## config.mk

```make
export PLATFORM = sky130hd
export DESIGN_NAME = clkdiv_prog
export DESIGN_NICKNAME = d
export VERILOG_FILES = /design/src/rtl/clkdiv_prog_pkg.sv /design/src/rtl/clkdiv_prog.sv
export SDC_FILE = /design/constraint.sdc
export NUM_CORES = 1
export LEC_CHECK = 0
export BUFFER_PORTS_ARGS = -buffer_cell sky130_fd_sc_hd__buf_2
export CAP_MARGIN = 5
export CELL_PAD_IN_SITES_DETAIL_PLACEMENT = 0
export CELL_PAD_IN_SITES_GLOBAL_PLACEMENT = 1
export CORE_MARGIN = 2
export CORE_UTILIZATION = 45
export CTS_BUF_LIST = sky130_fd_sc_hd__clkbuf_8
export DETAILED_ROUTE_END_ITERATION = 6
export GPL_TIMING_DRIVEN = 0
export MAX_ROUTING_LAYER = met4
export PLACE_DENSITY_LB_ADDON = 0.1
export SLEW_MARGIN = 40
export SYNTH_ARGS = -nofsm -noshare
export SYNTH_HDL_FRONTEND = slang
export SYNTH_SLANG_ARGS = --single-unit
```

## constraint.sdc

```tcl
create_clock -name clk -period 9.8 [get_ports clk]
set_input_delay 0.49 -clock clk [delete_from_list [all_inputs] [get_ports clk]]
set_output_delay 0.49 -clock clk [all_outputs]
set_load 0.02 [all_outputs]
```

## src/rtl/clkdiv_prog_pkg.sv

```systemverilog
// Shared constants and divisor arithmetic for the programmable clock divider.
// The helpers work on 32-bit values so callers of any counter width can share them.
package clkdiv_prog_pkg;

    localparam int CNT_W_DEF     = 16;
    localparam int DIV_RESET_DEF = 4;

    // A divisor of zero behaves as one: the period can never be empty.
    function automatic logic [31:0] eff_n(input logic [31:0] d);
        return (d == 32'd0) ? 32'd1 : d;
    endfunction

    // First phase count at which clk_out is high; the low half gets the extra cycle.
    function automatic logic [31:0] hi_thresh(input logic [31:0] n);
        return n - (n >> 1);
    endfunction

endpackage

```

## src/rtl/clkdiv_prog.sv

```systemverilog
// Runtime-programmable clock divider: registered divided clock plus a one-cycle
// tick per period. New divisors are applied only at period boundaries.
module clkdiv_prog
    import clkdiv_prog_pkg::*;
#(
    parameter int CNT_W     = CNT_W_DEF,
    parameter int DIV_RESET = DIV_RESET_DEF
) (
    input  logic             clk,
    input  logic             clr_n,
    input  logic             en,
    input  logic             div_ld,
    input  logic [CNT_W-1:0] div_val,
    output logic             div_busy,
    output logic [CNT_W-1:0] div_cur,
    output logic [CNT_W-1:0] cnt,
    output logic             tick,
    output logic             clk_out
);

    // Load handshake: a div_ld pulse always captures div_val into the pending
    // slot and raises div_busy; div_busy drops on the wrap edge that moves the
    // pending value into div_cur, unless that same edge captures a newer load.
    logic [CNT_W-1:0] pend;
    logic [31:0]      n_cur;
    logic             wrap;
    logic             apply;
    logic [CNT_W-1:0] d_next;
    logic [CNT_W-1:0] cnt_next;
    logic             clk_next;

    always_comb begin
        n_cur    = eff_n(32'(div_cur));
        wrap     = en && (32'(cnt) == n_cur - 32'd1);
        apply    = wrap && div_busy;
        d_next   = apply ? pend : div_cur;
        cnt_next = wrap ? '0 : cnt + CNT_W'(1);
        // Threshold uses the divisor in force for the new count value.
        clk_next = (32'(cnt_next) >= hi_thresh(eff_n(32'(d_next))));
    end

    always_ff @(posedge clk) begin
        if (!clr_n) begin
            div_cur  <= CNT_W'(DIV_RESET);
            pend     <= '0;
            div_busy <= 1'b0;
            cnt      <= '0;
            tick     <= 1'b0;
            clk_out  <= 1'b0;
        end else begin
            tick <= wrap;
            if (en) begin
                cnt     <= cnt_next;
                clk_out <= clk_next;
                div_cur <= d_next;
            end
            if (div_ld) begin
                pend     <= div_val;
                div_busy <= 1'b1;
            end else if (apply) begin
                div_busy <= 1'b0;
            end
        end
    end

endmodule
```

==> flow_summary.yaml, run 1 <==
die:
  chipWidth_um: 103
  die_h_um: 103
  rows: 36
  dieArea_mm2: 0.0106
  initial_core_util_pct: 45.6
  boundaryPins: 55
  core_area_mm2: 0.00964
timing:
  holdWs_ps: 427
  hold_viol: 0
  grt_setup_unrepaired: "false"
  setup_slack_ps: 810
  worst_slew_margin_rel_pct: 42.0
  post-route-period-util_pct: 91.7
  slew_violations: 0
  setup_viol: 0
  max_freq_ghz: 0.111
  fin_skew_ps: 12.3
  worstMarginPinSlew_ps: 862
  tns_ps: 0
  timing.final.crit_period_ps: 8990
grt:
  grt_pass1_vias: 3639
  grt_overflow: 0
  grt_antenna_before_repair: 0
  grt_busiest_layer: "met2"
  grt_util_met2_pct: 37.7
  met1_usage_pct: 32.5
  grt_max_degree: 17
  track_usage_pct: 24.2
  grt_util_met3_pct: 3.59
  grt_pass1_wl_um: 18800
clocking:
  cts_buffer_depth: 2
  cts-buffers-inserted: 5
  insertion_delay_ps: 320
  cts_tree: "built"
  post_cts_buffers: 0
  htreeDepth: 2
  clock_sinks: 51
  clockRootBuffer: "clkbuf_8"
  clkSlewWorstSetupHoldPaths_ps: 100
setup_path:
  worstPathRequired_ps: 10010
  r2r_cells: 37
  cp-end-kind: "flop"
  cp-start-kind: "flop"
  criticalPathCategory: "reg2reg"
  cp_slowest_cell: "or4_1"
  timing.rr.end: "clk_out$_SDFFE_PN0P_"
  critical-path-max-stage-delay_ps: 690
  r2r-start: "div_cur[8]$_SDFFE_PN0P_"
  rrSetupSlack_ps: 810
  crit_top_cell: "o21ai_0"
  crit_fanout: 10
  arrival_ps: 9200
power_and_ir_drop:
  fin_total_pwr_uw: 438
  peakVddDrop_mv: 0.0528
  p_leak_nw: 2.24
  p_per_area_mw_per_mm2: 88.0
synth:
  ys.flop_type: "dfxtp_1"
  synth.net_count: 605
  synth-seq-cells: 51
  synthCells: 544
  synth_edf_count: 0
  yosysTopAreaCellShare_pct: 23.2
  synth.largest_area_cell: "dfxtp_1"
  synth.cell_area_mm2: 0.00440
  avgSynthCellArea_um2: 8.09
  async_flop_share_pct: 0
  synth_area_leaders: "dfxtp_1 23%, ha_1 11%, mux2i_1 11%"
  yosys_warnings: 0
  synth.yosys.seq_area_share_pct: 23.2
  ys_types: 55
layout:
  most-common-layout-cells: "54 x buf_2, 51 x dfxtp_1, 48 x mux2i_1, 47 x nor2_1, 47 x nor2b_1"
  drive_gt1_share_pct: 13.4
  finalNetCount: 665
  final_common_cell: "buf_2"
  stdcell_area_mm2: 0.00497
  nFillCells: 1010
  syn_to_final_growth_pct: 13.1
  antenna-diode-count: 0
  utilization_pct: 51.6
  layoutNonFillerInstCount: 738
min_path:
  hold_depth: 3
  hp-class: "in2reg"
  min_to: "pend[0]$_SDFFE_PN0P_"
  hold_path_startpoint: "div_val[0]"
placement:
  io_buffers: 53
  pre_cts_ws_ps: 188
  dp.cells: 730
  place_area_mm2: 0.00483
  hpwl_um: 9630
  gp_congestion: 0.873
detailed_routing:
  drc: 0
  wl_um: 12000
  vias: 3979
  first_iter_violations: 137
  avgRoutedWirePerCell_um: 16.3
  antenna_left: 0
  viasPerCell: 5.39
  first_pass_iters: 4
run_status:
  status: "finished, final reports clean"
flow_run:
  maxCapViolations: 0
## timing repair
item / in CTS / in global routing
endpoints found under the setup margin: 0 / 1
hold buffers: 0 / 0
gates resized for setup: 0 / 10
## worst max-delay path by stage
stage	startpoint	end	slack, ps
floorplan	div_cur[5]$_SDFFE_PN0P_	clk_out$_SDFFE_PN0P_	1980
detailed placement	div_cur[5]$_SDFFE_PN0P_	clk_out$_SDFFE_PN0P_	190
global placement	div_cur[5]$_SDFFE_PN0P_	clk_out$_SDFFE_PN0P_	190
global route	div_cur[8]$_SDFFE_PN0P_	clk_out$_SDFFE_PN0P_	20
finish	div_cur[8]$_SDFFE_PN0P_	clk_out$_SDFFE_PN0P_	810
CTS	div_cur[5]$_SDFFE_PN0P_	clk_out$_SDFFE_PN0P_	120
## final cells by class
class	instances	area (um^2)	share of cell area [%]
Buffer	27	115	2.31
Clock buffer	5	68.8	1.38
Clock inverter	3	43.8	0.881
Inverter	26	97.6	1.96
Multi-Input combinational cell	440	3200	64.3
Sequential cell	51	1020	20.5
Tap cell	133	166	3.35
Timing Repair Buffer	53	265	5.33
## layer usage
| layer | up-vias | routed length (um) |
|---|---|---|
| li1 | 2025 | - |
| met1 | 1862 | 5730 |
| met2 | 80 | 5670 |
| met3 | 12 | 476 |
| met4 | 0 | 158 |
| met5 | - | 0 |
## power by group
part / total, mW / switching [mW] / internal, mW / leakage, nW
sequential: 0.217 / 0.00432 / 0.213 / 0.415
clock: 0.153 / 0.0768 / 0.0762 / 0.0581
combinational: 0.0674 / 0.0354 / 0.0319 / 1.76
total: 0.438 / 0.117 / 0.321 / 2.24
## critical path: cells and delay by family, from the launching register on
family | cells | cell delay, ps
XOR/XNOR | 1 | 160
buffers and inverters | 4 | 1090
flip-flops | 1 | 330
adder cells (fa/ha/maj) | 4 | 1070
AND/OR/NAND/NOR | 13 | 3270
AO/OA/AOI/OAI | 14 | 2540
multiplexers | 1 | 400
## sequential cells by signal, indices dropped and copies added, names as in the netlist
name,flops
clk_out,1
cnt,16
div_busy,1
div_cur,16
pend,16
tick,1
## cell families after synthesis
group	synth area share [%]
DFF	23.2
adders and majority gates	11.8
AOI/OAI and AO/OA	13.2
and+or+nand+nor	27.4
muxes	11.1
buffers and inverters	4.72
xor gates and xnor gates	8.48
## Yosys cell counts, drive strengths merged, types with 2 or more instances
master and count:
dfxtp 51, mux2i 49, nor2 47, nor2b 47
ha 40, nand2 32, o21ai 31, inv 26
clkbuf 23, xnor2 22, xor2 18, nand3 15
a21oi 13, nand2b 11, and2 10, nor4 9
and3 8, nor3 8, o21a 8, a21o 7
nand4 7, or4 7, nor3b 5, o211ai 5
or2 5, a211oi 4, buf 4, a31oi 3
o21bai 3, a2111oi 2, a22oi 2, and4 2
nand3b 2, o31ai 2, o41ai 2, or3 2
Note: power is estimated with default switching activity, not from simulation.
==> run 2, diff against run 1 <==
- clock period: 9.8 -> 10 ns (I/O delays scaled with it)
==> flow_summary.yaml, run 2 (same netlist as run 1, synthesis figures left out) <==
run_status:
  status: "finished, final reports clean"
placement:
  place_area_mm2: 0.00483
  pre_cts_ws_ps: 388
  io_buffers: 53
  hpwl_um: 9630
  dp.cells: 730
  gp_congestion: 0.873
die:
  rows: 36
  boundaryPins: 55
  initial_core_util_pct: 45.6
  chipWidth_um: 103
  dieArea_mm2: 0.0106
  core_area_mm2: 0.00964
  die_h_um: 103
power_and_ir_drop:
  p_leak_nw: 2.23
  peakVddDrop_mv: 0.0517
  p_per_area_mw_per_mm2: 86.4
layout:
  most-common-layout-cells: "54 x buf_2, 51 x dfxtp_1, 48 x mux2i_1, 47 x nor2_1, 47 x nor2b_1"
  antenna-diode-count: 0
  final_common_cell: "buf_2"
  stdcell_area_mm2: 0.00496
  drive_gt1_share_pct: 12.9
  nFillCells: 1014
  finalNetCount: 665
  syn_to_final_growth_pct: 12.8
  reg_top3: "cnt (16), div_cur (16), pend (16)"
  layoutNonFillerInstCount: 738
detailed_routing:
  viasPerCell: 5.36
  first_pass_iters: 5
  wl_met1_um: 5720
  routed.top_layer: "met4"
  vias: 3953
  antenna_left: 0
  wl_um: 12000
  dr_wl_met2_um: 5640
  first_iter_violations: 136
  avgRoutedWirePerCell_um: 16.3
  drc: 0
  met3_length_um: 469
setup_path:
  crit_end: "clk_out$_SDFFE_PN0P_"
  rrSetupSlack_ps: 860
  critical-path-max-stage-delay_ps: 570
  r2r_cells: 38
  cp_slowest_cell: "or4_4"
  cp-start-kind: "flop"
  timing.rr.end: "clk_out$_SDFFE_PN0P_"
  critPathLaunch: "div_cur[5]$_SDFFE_PN0P_"
  crit_top_cell: "o21ai_0"
  cp-end-kind: "flop"
  criticalPathCategory: "reg2reg"
  arrival_ps: 9350
  worstPathRequired_ps: 10210
  r2r-start: "div_cur[5]$_SDFFE_PN0P_"
  crit_fanout: 10
grt:
  grt_overflow: 0
  grt_max_degree: 17
  grt_antenna_before_repair: 0
  grt_pass1_wl_um: 18800
  grt_pass1_vias: 3639
  track_usage_pct: 24.2
flow_run:
  maxCapViolations: 0
min_path:
  hp-class: "in2reg"
  hold_depth: 3
clocking:
  post_cts_buffers: 0
  clockRootBuffer: "clkbuf_8"
  cts_tree: "built"
  cts-buffers-inserted: 5
  htreeDepth: 2
  cts_buffer_depth: 2
  clock_sinks: 51
  clkSlewWorstSetupHoldPaths_ps: 100
  cts_resized: 0
  cts_hold_buf: 0
  insertion_delay_ps: 320
timing:
  timing.final.crit_period_ps: 9140
  post-route-period-util_pct: 91.4
  grt_setup_unrepaired: "false"
  worst_slew_margin_rel_pct: 39.9
  tns_ps: 0
  slew_violations: 0
  max_freq_ghz: 0.109
  hold_viol: 0
  worstMarginPinSlew_ps: 894
  setup_slack_ps: 858
  setup_viol: 0
  fin_skew_ps: 12.2
[run 2: changes by cell type in the layout (fill, tap and decap cells not counted), sizes merged]
| cell | change |
|---|---|
| buf | +1 |
| clkbuf | -1 |
[run 2: metrics by stage]
| step | power (mW) | utilization (%) | hold slack (ps) |
|---|---|---|---|
| after global placement | 0.282 | 50.1 | 499 |
| final | 0.429 | 51.5 | 436 |
| after CTS | 0.434 | 51.3 | 425 |
| after detailed placement | 0.284 | 50.1 | 507 |
| after global routing | 0.451 | 51.5 | 435 |
| after floorplan | 0.265 | - | 482 |
[run 2: how the worst min path moves through the flow]
stage,endpoint,startpoint
6_report,pend[0]$_SDFFE_PN0P_,div_val[0]
5_1_grt,pend[0]$_SDFFE_PN0P_,div_val[0]
4_1_cts,pend[6]$_SDFFE_PN0P_,div_val[6]
3_5_place_dp,pend[10]$_SDFFE_PN0P_,pend[10]$_SDFFE_PN0P_
3_3_place_gp,pend[5]$_SDFFE_PN0P_,pend[5]$_SDFFE_PN0P_
2_1_floorplan,pend[10]$_SDFFE_PN0P_,pend[10]$_SDFFE_PN0P_
[run 2: final cells by class]
type / instances / area, um^2 / area share (%)
inverters: 26 / 97.6 / 1.97
flip-flops and latches: 51 / 1020 / 20.6
clock buffers: 5 / 68.8 / 1.39
well taps: 133 / 166 / 3.35
plain buffers: 27 / 111 / 2.24
multi-input cells: 440 / 3190 / 64.2
clock inverters: 3 / 43.8 / 0.883
repair buffers: 53 / 265 / 5.35
[run 2: critical path, delay by kind of cell (launching register included)]
family                   cells  cell delay, ps
XOR/XNOR                     2             320
buffers and inverters        5            1540
flip-flops                   1             340
AND/OR/NAND/NOR             13            3010
AO/OA/AOI/OAI               13            2370
multiplexers                 1             400
adder cells (fa/ha/maj)      4            1040
[run 2: where the power goes]
group	internal (mW)	leakage (nW)	switching, mW
combinational	0.0313	1.75	0.0347
sequential	0.209	0.415	0.00423
clock	0.0747	0.0581	0.0753
total	0.315	2.23	0.114
[run 2: per-layer routing]
| layer | up-vias | track usage, % |
|---|---|---|
| met5 | - | - |
| met2 | 79 | 37.7 |
| met4 | 0 | 7.19 |
| li1 | 2025 | - |
| met1 | 1837 | 32.5 |
| met3 | 12 | 3.59 |
==> run 3, diff against run 2 <==
- RECOVER_POWER: unset -> 50
==> flow_summary.yaml, run 3 (same netlist as run 1, synthesis figures left out) <==
min_path:
  hold_path_startpoint: "div_val[0]"
  hp-class: "in2reg"
  hold_depth: 3
detailed_routing:
  vias: 3963
  wl_um: 12000
  first_iter_violations: 113
  antenna_left: 0
  drc: 0
  avgRoutedWirePerCell_um: 16.2
  first_pass_iters: 5
  viasPerCell: 5.37
clocking:
  cts-buffers-inserted: 5
  cts_tree: "built"
  htreeDepth: 2
  insertion_delay_ps: 320
  clkSlewWorstSetupHoldPaths_ps: 100
  clockRootBuffer: "clkbuf_8"
  cts_buffer_depth: 2
  post_cts_buffers: 0
  clock_sinks: 51
timing:
  setup_viol: 0
  setup_slack_ps: 885
  grt_setup_unrepaired: "false"
  timing.final.crit_period_ps: 9120
  worst_slew_margin_rel_pct: 44.1
  post-route-period-util_pct: 91.2
  slew_violations: 0
  fin_skew_ps: 11.5
  tns_ps: 0
  hold_viol: 0
  max_freq_ghz: 0.110
  worstMarginPinSlew_ps: 839
placement:
  gp_congestion: 0.873
  pre_cts_ws_ps: 388
  io_buffers: 53
  hpwl_um: 9630
setup_path:
  worstPathRequired_ps: 10210
  criticalPathCategory: "reg2reg"
  cp-end-kind: "flop"
  cp-start-kind: "flop"
  crit_top_cell: "o21ai_0"
  arrival_ps: 9320
  r2r_cells: 38
  crit_fanout: 10
  critPathLaunch: "div_cur[5]$_SDFFE_PN0P_"
  path_delay_family: "simple AND/OR/NAND/NOR gates"
  critical-path-max-stage-delay_ps: 570
  cp_slowest_cell: "or4_4"
  r2r-start: "div_cur[5]$_SDFFE_PN0P_"
  worst-path-buf-inv: 5
  cp.depth: 38
grt:
  grt_overflow: 0
  track_usage_pct: 24.2
  grt_max_degree: 17
  grt_pass1_wl_um: 18800
  grt_antenna_before_repair: 0
  grt_pass1_vias: 3639
layout:
  most-common-layout-cells: "51 x dfxtp_1, 49 x clkbuf_1, 48 x mux2i_1, 47 x nor2_1, 47 x nor2b_1"
  syn_to_final_growth_pct: 12.0
  final_common_cell: "dfxtp_1"
  drive_gt1_share_pct: 8.26
  finalNetCount: 665
  utilization_pct: 51.1
  reg_top3: "cnt (16), div_cur (16), pend (16)"
  antenna-diode-count: 0
flow_run:
  maxCapViolations: 0
power_and_ir_drop:
  fin_total_pwr_uw: 428
  p_leak_nw: 2.11
  p_per_area_mw_per_mm2: 86.8
  peakVddDrop_mv: 0.0513
die:
  initial_core_util_pct: 45.6
  dieArea_mm2: 0.0106
  boundaryPins: 55
  chipWidth_um: 103
  core_area_mm2: 0.00964
  rows: 36
  die_h_um: 103
run_status:
  status: "finished, final reports clean"
run 3: cell count changes in the layout (fill, tap and decap cells not counted), sizes merged:
cell,change
buf,-27
clkbuf,+27
run 3: final timing paths:
path / endpoint / slack (ps)
setup reg to reg: clk_out$_SDFFE_PN0P_ / 880
setup / recovery: clk_out$_SDFFE_PN0P_ / 880
hold reg to reg: pend[10]$_SDFFE_PN0P_ / 520
hold / removal: pend[0]$_SDFFE_PN0P_ / 440
run 3: report_power, final:
part | switching [mW] | leakage (nW) | internal (mW)
Clock | 0.0749 | 0.0581 | 0.0747
Combinational | 0.0345 | 1.64 | 0.0309
Sequential | 0.00429 | 0.415 | 0.209
run 3: routing by layer:
metal | vias to the layer above | share of wire (%) | track usage (%)
li1 | 2027 | - | -
met1 | 1857 | 48 | 32.5
met2 | 69 | 47 | 37.7
met3 | 10 | 3.1 | 3.59
met4 | 0 | 1.0 | 7.19
met5 | - | 0 | -
run 3: area by class of cell:
type / instances / area [um^2]
fill: 1028 / 4710
multi-input combinational: 440 / 3190
sequential: 51 / 1020
timing repair buffer: 53 / 231
tap: 133 / 166
buffer: 27 / 110
inverter: 26 / 97.6
clock buffer: 5 / 68.8
clock inverter: 3 / 43.8
run 3: worst register-to-register path: cells and delay by family (launching register included):
family / cells / cell delay (ps)
flip-flops: 1 / 340
AO/OA/AOI/OAI: 13 / 2380
AND/OR/NAND/NOR: 13 / 3010
buffers and inverters: 5 / 1550
adder cells (fa/ha/maj): 4 / 1040
XOR/XNOR: 2 / 320
multiplexers: 1 / 400
run 3: repair_timing:
item	CTS	global route
hold buffers	0	0
resized for setup	0	4
setup endpoints to repair	0	1
run 3: metrics by stage:
| step | hold WS [ps] | area, um^2 | std cells |
|---|---|---|---|
| 3_5_place_dp | 507 | 4830 | 730 |
| 6_report | 438 | 4930 | 738 |
| 4_1_cts | 425 | 4940 | 738 |
| 5_1_grt | 435 | 4930 | 738 |
| 3_3_place_gp | 499 | 4830 | 730 |
| 2_1_floorplan | 482 | 4400 | 544 |
